[src/rtl/seg7_pkg.sv]
// -----------------------------------------------------------------------------
// seg7_pkg
// Shared constants and types for the multiplexed seven-segment scanner.
//   SEG_BLANK          : segment pattern with every segment off (active-low bus)
//   DISP_BLANK_NIBBLE  : display nibble that the decoder renders as blank
//   scan_state_t       : per-slot scan phase (BLANK interval, then DRIVE)
// -----------------------------------------------------------------------------
package seg7_pkg;

  localparam logic [6:0] SEG_BLANK         = 7'b1111111;
  localparam logic [3:0] DISP_BLANK_NIBBLE = 4'hF;

  typedef enum logic [0:0] {
    BLANK = 1'b0,
    DRIVE = 1'b1
  } scan_state_t;

endpackage

[src/rtl/hexto7segment.sv]
// -----------------------------------------------------------------------------
// hexto7segment
// Combinational decoder from a 4-bit digit value to an active-low abcdefg
// segment pattern (a = MSB). Only 0..9 light segments; A..F decode blank.
// Ports:
//   x : digit value to decode
//   r : segment pattern, active-low
// -----------------------------------------------------------------------------
module hexto7segment
  import seg7_pkg::*;
(
  input  logic [3:0] x,
  output logic [6:0] r
);

  always_comb begin
    r = SEG_BLANK;
    case (x)
      4'h0: r = 7'b0000001;
      4'h1: r = 7'b1001111;
      4'h2: r = 7'b0010010;
      4'h3: r = 7'b0000110;
      4'h4: r = 7'b1001100;
      4'h5: r = 7'b0100100;
      4'h6: r = 7'b0100000;
      4'h7: r = 7'b0001111;
      4'h8: r = 7'b0000000;
      4'h9: r = 7'b0000100;
      default: r = SEG_BLANK;
    endcase
  end

endmodule

[src/rtl/seg7_scan_ctrl.sv]
// -----------------------------------------------------------------------------
// seg7_scan_ctrl
// Time-multiplexes one hexto7segment decoder across NUM_DIGITS common-anode
// digits. Each digit slot lasts REFRESH_DIV cycles and begins with
// BLANK_CYCLES cycles of all anodes off to avoid ghosting.
// Ports:
//   clk         : system clock, rising edge
//   rst         : synchronous active-high reset
//   wr_valid    : wr_data carries a new display value
//   wr_ready    : shadow register is free
//   wr_data     : new display value, nibble k drives digit k
//   digit_en    : live per-digit enable, 0 keeps that anode off
//   an          : anode select, active-low one-hot (all ones = dark)
//   seg         : segments abcdefg, active-low, registered
//   frame_start : one-cycle pulse as the digit 0 slot begins
//
// Write handshake: a value transfers on any rising edge where wr_valid and
// wr_ready are both 1. wr_ready is exactly ~pending, so once a value sits in
// the shadow register further wr_valid is ignored until that value has been
// committed to the display at the next frame boundary (no tearing).
// -----------------------------------------------------------------------------
module seg7_scan_ctrl
  import seg7_pkg::*;
#(
  parameter int NUM_DIGITS   = 4,
  parameter int REFRESH_DIV  = 100000,
  parameter int BLANK_CYCLES = 1000
) (
  input  logic                    clk,
  input  logic                    rst,
  input  logic                    wr_valid,
  output logic                    wr_ready,
  input  logic [4*NUM_DIGITS-1:0] wr_data,
  input  logic [NUM_DIGITS-1:0]   digit_en,
  output logic [NUM_DIGITS-1:0]   an,
  output logic [6:0]              seg,
  output logic                    frame_start
);

  localparam int CNT_W = $clog2(REFRESH_DIV);
  localparam int IDX_W = (NUM_DIGITS > 1) ? $clog2(NUM_DIGITS) : 1;

  localparam logic [CNT_W-1:0] CNT_LAST  = CNT_W'(REFRESH_DIV - 1);
  localparam logic [CNT_W-1:0] CNT_BLANK = CNT_W'(BLANK_CYCLES);
  localparam logic [IDX_W-1:0] IDX_LAST  = IDX_W'(NUM_DIGITS - 1);

  logic [CNT_W-1:0]           slot_cnt;
  logic [CNT_W-1:0]           slot_cnt_next;
  logic [IDX_W-1:0]           digit_idx;
  scan_state_t                state;
  scan_state_t                state_next;
  logic [NUM_DIGITS-1:0][3:0] disp;
  logic [NUM_DIGITS-1:0][3:0] shadow;
  logic                       pending;
  logic                       pending_next;
  logic                       slot_wrap;
  logic                       frame_bnd;
  logic                       accept;
  logic [3:0]                 dec_in;
  logic [6:0]                 dec_out;
  logic [NUM_DIGITS-1:0]      an_drive;

  assign slot_wrap = (slot_cnt == CNT_LAST);
  assign frame_bnd = slot_wrap && (digit_idx == IDX_LAST);
  assign accept    = wr_valid && wr_ready;

  // The state register tracks the phase of the counter value it is loaded
  // alongside, so state always describes the current slot_cnt.
  always_comb begin
    slot_cnt_next = slot_wrap ? '0 : slot_cnt + 1'b1;
    state_next    = (slot_cnt_next < CNT_BLANK) ? BLANK : DRIVE;
  end

  // Commit and accept are mutually exclusive: commit needs pending=1, which
  // holds wr_ready low.
  always_comb begin
    pending_next = pending;
    if (frame_bnd && pending) begin
      pending_next = 1'b0;
    end else if (accept) begin
      pending_next = 1'b1;
    end
  end

  // Only the selected digit's anode can go low, and only if it is enabled.
  always_comb begin
    an_drive = '1;
    for (int k = 0; k < NUM_DIGITS; k++) begin
      if (digit_idx == IDX_W'(k)) begin
        an_drive[k] = ~digit_en[k];
      end
    end
  end

  assign dec_in = disp[digit_idx];

  hexto7segment u_dec (
    .x (dec_in),
    .r (dec_out)
  );

  always_ff @(posedge clk) begin
    if (rst) begin
      slot_cnt    <= '0;
      digit_idx   <= '0;
      state       <= BLANK;
      pending     <= 1'b0;
      shadow      <= {NUM_DIGITS{DISP_BLANK_NIBBLE}};
      disp        <= {NUM_DIGITS{DISP_BLANK_NIBBLE}};
      wr_ready    <= 1'b0;
      an          <= '1;
      seg         <= SEG_BLANK;
      frame_start <= 1'b0;
    end else begin
      slot_cnt <= slot_cnt_next;
      if (slot_wrap) begin
        digit_idx <= (digit_idx == IDX_LAST) ? '0 : digit_idx + 1'b1;
      end
      state       <= state_next;
      pending     <= pending_next;
      wr_ready    <= ~pending_next;
      if (accept) begin
        shadow <= wr_data;
      end
      if (frame_bnd && pending) begin
        disp <= shadow;
      end
      frame_start <= frame_bnd;
      if (state == DRIVE) begin
        an  <= an_drive;
        seg <= dec_out;
      end else begin
        an  <= '1;
        seg <= SEG_BLANK;
      end
    end
  end

endmodule

[config.mk]
export PLATFORM = sky130hd
export DESIGN_NAME = seg7_scan_ctrl
export DESIGN_NICKNAME = d
export VERILOG_FILES = /design/src/rtl/seg7_pkg.sv /design/src/rtl/hexto7segment.sv /design/src/rtl/seg7_scan_ctrl.sv
export SDC_FILE = /design/constraint.sdc
export NUM_CORES = 1
export LEC_CHECK = 0
export ABC_CLOCK_PERIOD_IN_PS = 2600
export BUFFER_PORTS_ARGS = -buffer_cell sky130_fd_sc_hd__buf_4
export CORE_UTILIZATION = 39
export CTS_BUF_LIST = sky130_fd_sc_hd__clkbuf_16
export DETAILED_ROUTE_END_ITERATION = 16
export GPL_ROUTABILITY_DRIVEN = 0
export PLACE_DENSITY = 0.57
export SKIP_CTS_REPAIR_TIMING = 1
export SYNTH_ARGS = -nofsm -noshare
export SYNTH_HDL_FRONTEND = slang
export SYNTH_SLANG_ARGS = --single-unit
[constraint.sdc]
create_clock -name clk -period 2.6 [get_ports clk]
set_input_delay 0.52 -clock clk [delete_from_list [all_inputs] [get_ports clk]]
set_output_delay 0.52 -clock clk [all_outputs]
set_load 0.02 [all_outputs]
==> summary.md, run 1 <==
| Metric | Value |
|---|---|
| Data required, critical path | 2.79 ns |
| Setup total negative slack | 0 ns |
| Worst setup SP type | flop |
| Design Power | 2.33 mW |
| First-pass GRT wire length | 10.1 mm |
| Crit path max-delay family | simple AND/OR/NAND/NOR gates |
| Worst R2R End | state |
| RSZ-0062 raised after global routing | no |
| Leakage | 1.52 nW |
| Largest net degree at the start of global routing | 46 |
| Nets | 388 |
| Layout Cells excl Fill | about 460 |
| Clock sinks | 66 |
| Critical path launch point | slot_cnt[0] |
| Via Count | ~2300 |
| Hold WC Path Type | input port to flop |
| Initial antenna violation count | 0 |
| DR WL/cell | 12.5 um |
| Post-route ant nets | 0 |
| GR Util All Layers | approximately 15% |
| DIE AREA | 0.00819 sq mm |
| Share of cells above drive strength 1 | between 10% and 20% |
| MaxCap Viol Count | 0 |
| Worst path max stage delay | 0.51 ns |
| Routed WL | 5.72 mm |
| Slowest CP cell | or3b_2 |
| Fin crit share | about 87% |
| Top cell type's share of synthesized area | 43.2% |
| Setup WS pre-CTS | 0.333 ns |
| Worst-path clk slew | 0.05 ns |
| Worst rel slew slack | 60.1% |
| Clk Latency, worst-skew pair | 0.33 ns |
| Length in cells of the worst reg-to-reg path | 6 |
| Mapped Cells | 325 |
| DR iter-0 viols | 98 |
| Drt first pass iters | 4 |
| Min cycle time layout | 2.27 ns |
| Io pins | 36 |
| WS Path Type | flop to flop |
| Max Slew Vio Count | 0 |
| DP Wirelength | 3.81 mm |
| Post-synthesis sequential area ratio | 43.2% |
| Top FF cell, synth | dfxtp_1 |
| Die width | 90.5 um |
| Core area | about 0.0074 sq mm |
| Status | finished clean |
| CTS max path bufs | 2 |
| Worst r2r src | slot_cnt[0] |
| Synth cell types | 45 |
| Crit. End Element | flop |
| CTS tree | built |
| Max IR drop VDD | 0.000350 V |
| Final Hold Fails | 0 |
| Post-synth EDFFs | 0 |
| Total grt overflow | 0 |
| Worst-Margin Slew | 0.597 ns |
| Setup slack, reg-to-reg | around 0.33 ns |
| #FFs+latches synth | 66 |
| Hold_ws | 0.378 ns |
| Critical path buffers and inverters | 0 |
| CP arrival | 2.46 ns |
| CTS root buffer | clkbuf_16 |
| Dominant cell type by area after synthesis | dfxtp_1 |
| Crit path cell chain | ha_1 > nand4_4 > or3b_2 > or4_1 > o41ai_1 > a41oi_1 |
| Vias per cell | just under 5 |
| DR DRC count | 0 |
| Mean area per synthesized cell | 9.40 sq um |
| Final WS setup | between 0.3 and 0.4 ns |
| Final setup vio count | 0 |
| Setup Skew | 0.00718 ns |
| Mapped Area | 0.00306 sq mm |
| Vias in the first global route | ~2100 |
| PwrDens | 651 mW/mm^2 |
| H-Tree Depth | 3 |
| Hold path cells | 2 |
| Crit path max fanout | 8 |
| ANT cells | 0 |
| Total CTS buffers | 9 |
| Critical path depth | 6 |
| Core Rows | 31 |
| Syn nets | between 300 and 400 |
| Ys Warns | 0 |
| Post-synth ARST share | 0% |
| Port buffer count | 35 |
| Worst Setup EP | state |
| Initial Util | 41.2% |
| P&R area growth vs syn | 17.2% |
| Synth top area cells | dfxtp_1 43%, nand2_1 5.9%, a211o_1 4.6% |
| Die height | 90.5 um |
| Placed cells | 442 |
| Max Clock Freq | approximately 440 MHz |
worst min-delay path by stage:
stage,startpoint,to
after floorplan,disp[10],disp[10]
after global placement,disp[4],disp[4]
after detailed placement,shadow[6],shadow[6]
after CTS,digit_en[2],an[2]
after global routing,digit_en[1],an[1]
final,digit_en[2],an[2]
synth_stat cells (all sizes together) (2+ instances only):
library cell  number
a211o             16
a21oi              9
and2               2
and3              19
buf                6
clkbuf            12
dfxtp             66
ha                11
inv               10
mux4               4
nand2             48
nand2b             3
nand3             11
nand3b            17
nand4              6
nor2              28
nor2b              5
nor3               4
nor3b              2
nor4               4
o21ai              9
xnor2             10
xor2               8
per-layer routing:
| layer | wire (um) | global-route usage [%] |
|---|---|---|
| met4 | 106 | 7.66 |
| met3 | 287 | 4.71 |
| met2 | 2290 | 22.3 |
| met5 | 0 | 0 |
| met1 | 3040 | 20.7 |
placed cells by master (no fill, tap or decap), types with 4 or more instances in the layout:
| cell | netlist | final |
|---|---|---|
| nor2b_1 | 5 | 5 |
| o21ai_0 | 9 | 9 |
| xor2_1 | 8 | 8 |
| a211o_1 | 16 | 16 |
| nand4_1 | 5 | 5 |
| nor2_1 | 28 | 28 |
| nand2_1 | 48 | 48 |
| nor3_1 | 4 | 4 |
| buf_4 | 1 | 38 |
| ha_1 | 11 | 11 |
| nand3b_1 | 17 | 17 |
| clkbuf_16 | 0 | 9 |
| and3_1 | 19 | 19 |
| xnor2_1 | 10 | 10 |
| mux4_2 | 4 | 4 |
| a21oi_1 | 9 | 9 |
| dfxtp_1 | 66 | 66 |
| inv_1 | 10 | 10 |
| nand3_1 | 10 | 10 |
cells by family after synthesis:
family | Yosys count | synth area share [%]
AOI/OAI and AO/OA | 39 | 8.89
xor gates and xnor gates | 18 | 5.16
adders and majority gates | 11 | 4.50
buffers and inverters | 30 | 7.08
DFF | 66 | 43.2
muxes | 5 | 3.28
and+or+nand+nor | 156 | 27.8
registers in the layout, summed over array words and instances, names as in the netlist:
name,count
frame_start,1
pending,1
shadow,16
an,4
state,1
wr_ready,1
seg,7
slot_cnt,17
digit_idx,2
disp,16
final cells by class:
| type | instances | area, sq um |
|---|---|---|
| clock inverter | 7 | 70.1 |
| tap | 99 | 124 |
| fill | 717 | 3830 |
| multi-input combinational | 229 | 1520 |
| inverter | 10 | 37.5 |
| sequential | 66 | 1320 |
| timing repair buffer | 38 | 285 |
| clock buffer | 9 | 225 |
worst register-to-register path, cell delays in order (launching register included):
cell	delay, ns
dfxtp_1	0.38
ha_1	0.33
nand4_4	0.20
or3b_2	0.51
or4_1	0.47
o41ai_1	0.10
a41oi_1	0.15
report_power, final:
group | internal, mW | switching (mW)
Combinational | 0.0525 | 0.0435
Clock | 0.739 | 0.442
Sequential | 1.04 | 0.0163
Total | 1.83 | 0.502
stage by stage:
| step | util, % | cell area [sq um] |
|---|---|---|
| after floorplan | - | 3060 |
| after global placement | 44.4 | 3290 |
| after detailed placement | 44.4 | 3290 |
| after CTS | 48.3 | 3580 |
| after global routing | 48.3 | 3580 |
| final | 48.3 | 3580 |
Power figures use the tool's default switching activity.
==> run 2: changes to the inputs <==
HOLD_SLACK_MARGIN = 0.15   (was unset)
PLACE_DENSITY = unset   (was 0.57)
==> run 2 against run 1 <==
Net effect:
- critical path depth stayed put
- worst hold slack better by 0.0041 ns
- combinational power hardly changed
- register-to-register slack hardly changed
- final area is 1.0% higher
- clock skew is 0.0031 ns higher
- critical path type unchanged
- critical endpoint unchanged
- largest power group unchanged
==> summary.md, run 2 (synthesized netlist as in run 1, its figures left out) <==
| Metric | Value |
|---|---|
| Min cycle time layout | 2.29 ns |
| Beginning of the worst hold path | digit_en[0] |
| Port buffer count | 35 |
| Most frequent standard cell in the layout excluding fill and tap cells | dfxtp_1 |
| CP arrival | 2.46 ns |
| Crit path max-delay family | simple AND/OR/NAND/NOR gates |
| Hold WC Path Type | input port to flop |
| ANT cells | 0 |
| Initial Util | 41.2% |
| Nets | 390 |
| Critical path buffers and inverters | 0 |
| Final WS setup | 0.314 ns |
| Drt first pass iters | 4 |
| RSZ-0062 raised after global routing | no |
| Leading registers by flop count | slot_cnt x17, disp x16, shadow x16 |
| Die width | a little over 90 um |
| First-pass GRT wire length | about 10 mm |
| DIE AREA | 0.00819 sq mm |
| Crit path cell chain | ha_1 > nand4_4 > or3b_2 > or4_1 > o41ai_1 > a41oi_1 |
| MaxCap Viol Count | 0 |
| DR DRC count | 0 |
| CTS root buffer | clkbuf_16 |
| Initial antenna violation count | 0 |
| Worst-path clk slew | 0.05 ns |
| Crit path max fanout | 8 |
| Setup WS pre-CTS | 0.320 ns |
| Total grt overflow | 0 |
| Worst setup SP type | flop |
| Final design utilization | 48.8% |
| Routed WL | 5.69 mm |
| Max Slew Vio Count | 0 |
| DR WL/cell | 12.4 um |
| Setup total negative slack | 0 ns |
| Worst path max stage delay | 0.50 ns |
| Worst-Margin Slew | 0.629 ns |
| Vias in the first global route | ~2100 |
| Die height | 90.5 um |
| Max Clock Freq | 437 MHz |
| Max IR drop VDD | about 0.00030 V |
| Clk Latency, worst-skew pair | 0.33 ns |
| WS Path Type | flop to flop |
| Final Hold Fails | 0 |
| DP Wirelength | 3.88 mm |
| Vias per cell | 4.85 |
| Most frequent cells in the layout | 66 x dfxtp_1, 48 x nand2_1, 40 x buf_4 |
| Post-route ant nets | 0 |
| Number of flip-flops in the largest register | 17 |
| Largest net degree at the start of global routing | 46 |
| Core area | 0.00741 sq mm |
| Critical path launch point | slot_cnt[0] |
| CTS tree | built |
| Total CTS buffers | 9 |
| Fin crit share | 87.9% |
| Slowest CP cell | or3b_2 |
| Placed cells | 444 |
| P&R area growth vs syn | 18.4% |
| Leakage | 1.54 nW |
| PwrDens | approximately 670 mW/mm^2 |
| Final setup vio count | 0 |
| H-Tree Depth | 3 |
| Crit. End Element | flop |
| Worst rel slew slack | 57.9% |
| Core Rows | 31 |
| DR iter-0 viols | 120 |
| Io pins | 36 |
| Data required, critical path | 2.78 ns |
| Share of cells above drive strength 1 | between 10% and 20% |
| Via Count | 2231 |
| Status | finished clean |
| Setup Skew | 0.0103 ns |
| Worst r2r src | slot_cnt[0] |
| Clock sinks | 66 |
| Final Cell Area | 0.00362 sq mm |
| GR Util All Layers | about 15% |
| CTS max path bufs | 2 |
| Area after DPL | 0.00330 sq mm |
| Layout Cells excl Fill | 460 |
| Most flops, register | slot_cnt |
[run 2: cell count changes in the layout (fill, tap and decap cells not counted), sizes merged]
cell and delta:
inv +1, buf +2, clkinv -2, bufinv +1
[run 2: final cells by class]
cell class	count	area (sq um)
Fill cell	694	3790
Multi-Input combinational cell	229	1520
Sequential cell	66	1320
Timing Repair Buffer	40	300
Clock buffer	9	225
Tap cell	99	124
Clock inverter	7	91.3
Inverter	10	37.5
[run 2: worst paths after layout]
path / to / slack, ns / depth (start not counted)
max reg2reg: state / 0.31 / 6
max: state / 0.31 / 6
min reg2reg: disp[14] / 0.46 / 2
min: an[0] / 0.38 / 2
[run 2: through the flow]
step	hold WS (ns)	total power, mW
4_1_cts	0.376	2.44
3_5_place_dp	0.449	1.17
3_3_place_gp	0.443	1.17
5_1_grt	0.369	2.52
2_1_floorplan	0.431	1.13
6_report	0.382	2.41
[run 2: routing by layer]
| layer | GRT usage (%) | vias up | share of wire (%) |
|---|---|---|---|
| met1 | 20.7 | 988 | 53 |
| met2 | 22.0 | 56 | 41 |
| met4 | 5.65 | 0 | 0.93 |
| met5 | 0 | - | 0 |
| li1 | - | 1183 | - |
| met3 | 5.47 | 4 | 4.7 |
[run 2: power breakdown]
group	internal [mW]	leakage (nW)	switching, mW
combinational	0.0525	0.844	0.0434
clock	0.836	0.156	0.428
sequential	1.04	0.537	0.0166
total	1.93	1.54	0.488
==> run 3: changes to the inputs <==
ABC_CLOCK_PERIOD_IN_PS = 1900   (was 2600)
CORE_UTILIZATION = 40   (was 39)
CTS_BUF_LIST = unset   (was sky130_fd_sc_hd__clkbuf_16)
clock period = 1.9 ns   (was 2.6 ns; I/O delays follow)
==> run 3 against run 2 <==
Net effect:
- the flow now finishes with violations (setup timing)
- final cell count up 6.3%
- sequential power up 37%
- total power up 15%
- die area down 2.4%
- flip-flop and latch count unchanged
- routed wire length up 9.8%
- combinational power up 58%
- count of clock-buffer cells in the layout up 1
- worst hold slack worse by 0.17 ns
- final area up 6.2%
- clock skew up 0.0029 ns
- register-to-register slack worse by 0.32 ns
- critical path type unchanged
==> summary.md, run 3 (synthesized netlist as in run 1, its figures left out) <==
| Metric | Value |
|---|---|
| Status | complete, but fails checks |
| Failing checks | setup timing |
| Post-route ant nets | 0 |
| Fin crit share | 100% |
| Max Slew Vio Count | 0 |
| Worst path max stage delay | roughly 0.55 ns |
| Final design utilization | 52.4% |
| MaxCap Viol Count | 0 |
| Design Power | 2.78 mW |
| CP arrival | 2.11 ns |
| H-Tree Depth | 3 |
| Data required, critical path | between 2 and 2.5 ns |
| Initial antenna violation count | 0 |
| Clk Latency, worst-skew pair | 0.34 ns |
| WS Path Type | flop to flop |
| Crit path max-delay family | simple AND/OR/NAND/NOR gates |
| Clock power frac | between 40% and 50% |
| Most flops, register | slot_cnt |
| Initial Util | 41.7% |
| Most frequent standard cell in the layout excluding fill and tap cells | buf_4 |
| P&R area growth vs syn | 25.7% |
| Total CTS buffers | 9 |
| DR WL/cell | approximately 13 um |
| ANT cells | 0 |
| PwrDens | roughly 720 mW/mm^2 |
| Drt first pass iters | 4 |
| DR iter-0 viols | 137 |
| Flop pwr share | 51.7% |
| Hold_ws | 0.215 ns |
| CTS tree | built |
| DIE AREA | around 0.0080 sq mm |
| Via Count | 2417 |
| Critical path buffers and inverters | 1 |
| Max IR drop VDD | 0.000341 V |
| Setup slack, reg-to-reg | -0.007 ns |
| Combinational Power Share | 5.5% |
| Die width | just under 90 um |
| Min cycle time layout | 1.91 ns |
| DP Wirelength | 4.23 mm |
| Slowest CP cell | or4bb_4 |
| Final setup vio count | 1 |
| Leading registers by flop count | slot_cnt x17, disp x16, shadow x16 |
| Worst rel slew slack | between 70% and 80% |
| P_int | ~2.1 mW |
| Worst-Margin Slew | 0.438 ns |
| Worst setup SP type | flop |
| Max Clock Freq | 525 MHz |
| Largest net degree at the start of global routing | 46 |
| Share of cells above drive strength 1 | a little under a third |
| Crit path max fanout | 5 |
| Number of flip-flops in the largest register | 17 |
| RSZ-0062 raised after global routing | yes |
| DR DRC count | 0 |
| Routed WL | 6.25 mm |
| Setup Skew | 0.0131 ns |
| First-pass GRT wire length | 10.2 mm |
| CTS root buffer | clkbuf_8 |
| Leakage | about 1.7 nW |
| Crit. End Element | flop |
| Die height | approximately 89 um |
| Final Hold Fails | 0 |
| Crit path cell chain | or4bb_4 > nor4_4 > buf_4 > nor2_1 > o21ai_1 > a41oi_1 |
| GR Util All Layers | 16.8% |
| Hold WC Path Type | input port to flop |
| Vias in the first global route | 2167 |
| Setup total negative slack | -0.00651 ns |
| Port buffer count | 35 |
| Core area | 0.00733 sq mm |
| Total grt overflow | 0 |
| Worst-path clk slew | around 0.080 ns |
| Sw frac | 23.0% |
| Most frequent cells in the layout | 67 x buf_4, 61 x dfxtp_1, 39 x nand2_1 |
| Final WS setup | -0.00651 ns |
| Nets | 419 |
| Clock sinks | 66 |
| Vias per cell | 4.94 |
| Net switching power | 640 uW |
| Core Rows | 31 |
| Io pins | 36 |
| CTS max path bufs | 2 |
-- run 3: per-stage QoR --
step	instance area, sq um	cells	setup slack [ns]
final	3840	489	-0.00651
after global routing	3840	489	-0.113
after CTS	3740	483	-0.0515
after detailed placement	3540	467	-0.0376
after global placement	3540	467	-0.0181
after floorplan	3100	325	-0.0693
-- run 3: worst paths after layout --
kind               to        start  depth (start not counted)
min             an[1]  digit_en[1]                          2
min reg2reg  disp[14]     disp[14]                          2
max reg2reg     state  slot_cnt[7]                          6
max             state  slot_cnt[7]                          6
-- run 3: final cells by class --
| cell class | instances | area, sq um |
|---|---|---|
| Clock buffer | 10 | 138 |
| Clock inverter | 6 | 66.3 |
| Fill cell | 687 | 3490 |
| Inverter | 10 | 37.5 |
| Multi-Input combinational cell | 229 | 1600 |
| Sequential cell | 66 | 1330 |
| Tap cell | 99 | 124 |
| Timing Repair Buffer | 69 | 543 |
-- run 3: per-layer routing --
layer	share of wire (%)	GRT usage (%)	wire length (um)	vias up
met1	52	23.8	3220	1100
met2	43	24.5	2700	56
li1	-	-	-	1249
met5	0	0	0	-
met3	3.6	3.32	224	12
met4	1.7	7.50	109	0
-- run 3: power groups by stage --
| stage | Combinational, mW | Clock, mW | Sequential, mW |
|---|---|---|---|
| floorplan | 0.0825 | 0 | 1.47 |
| global placement | 0.148 | 0 | 1.47 |
| detailed placement | 0.150 | 0 | 1.47 |
| CTS | 0.152 | 1.21 | 1.44 |
| global route | 0.168 | 1.27 | 1.44 |
| finish | 0.152 | 1.19 | 1.44 |
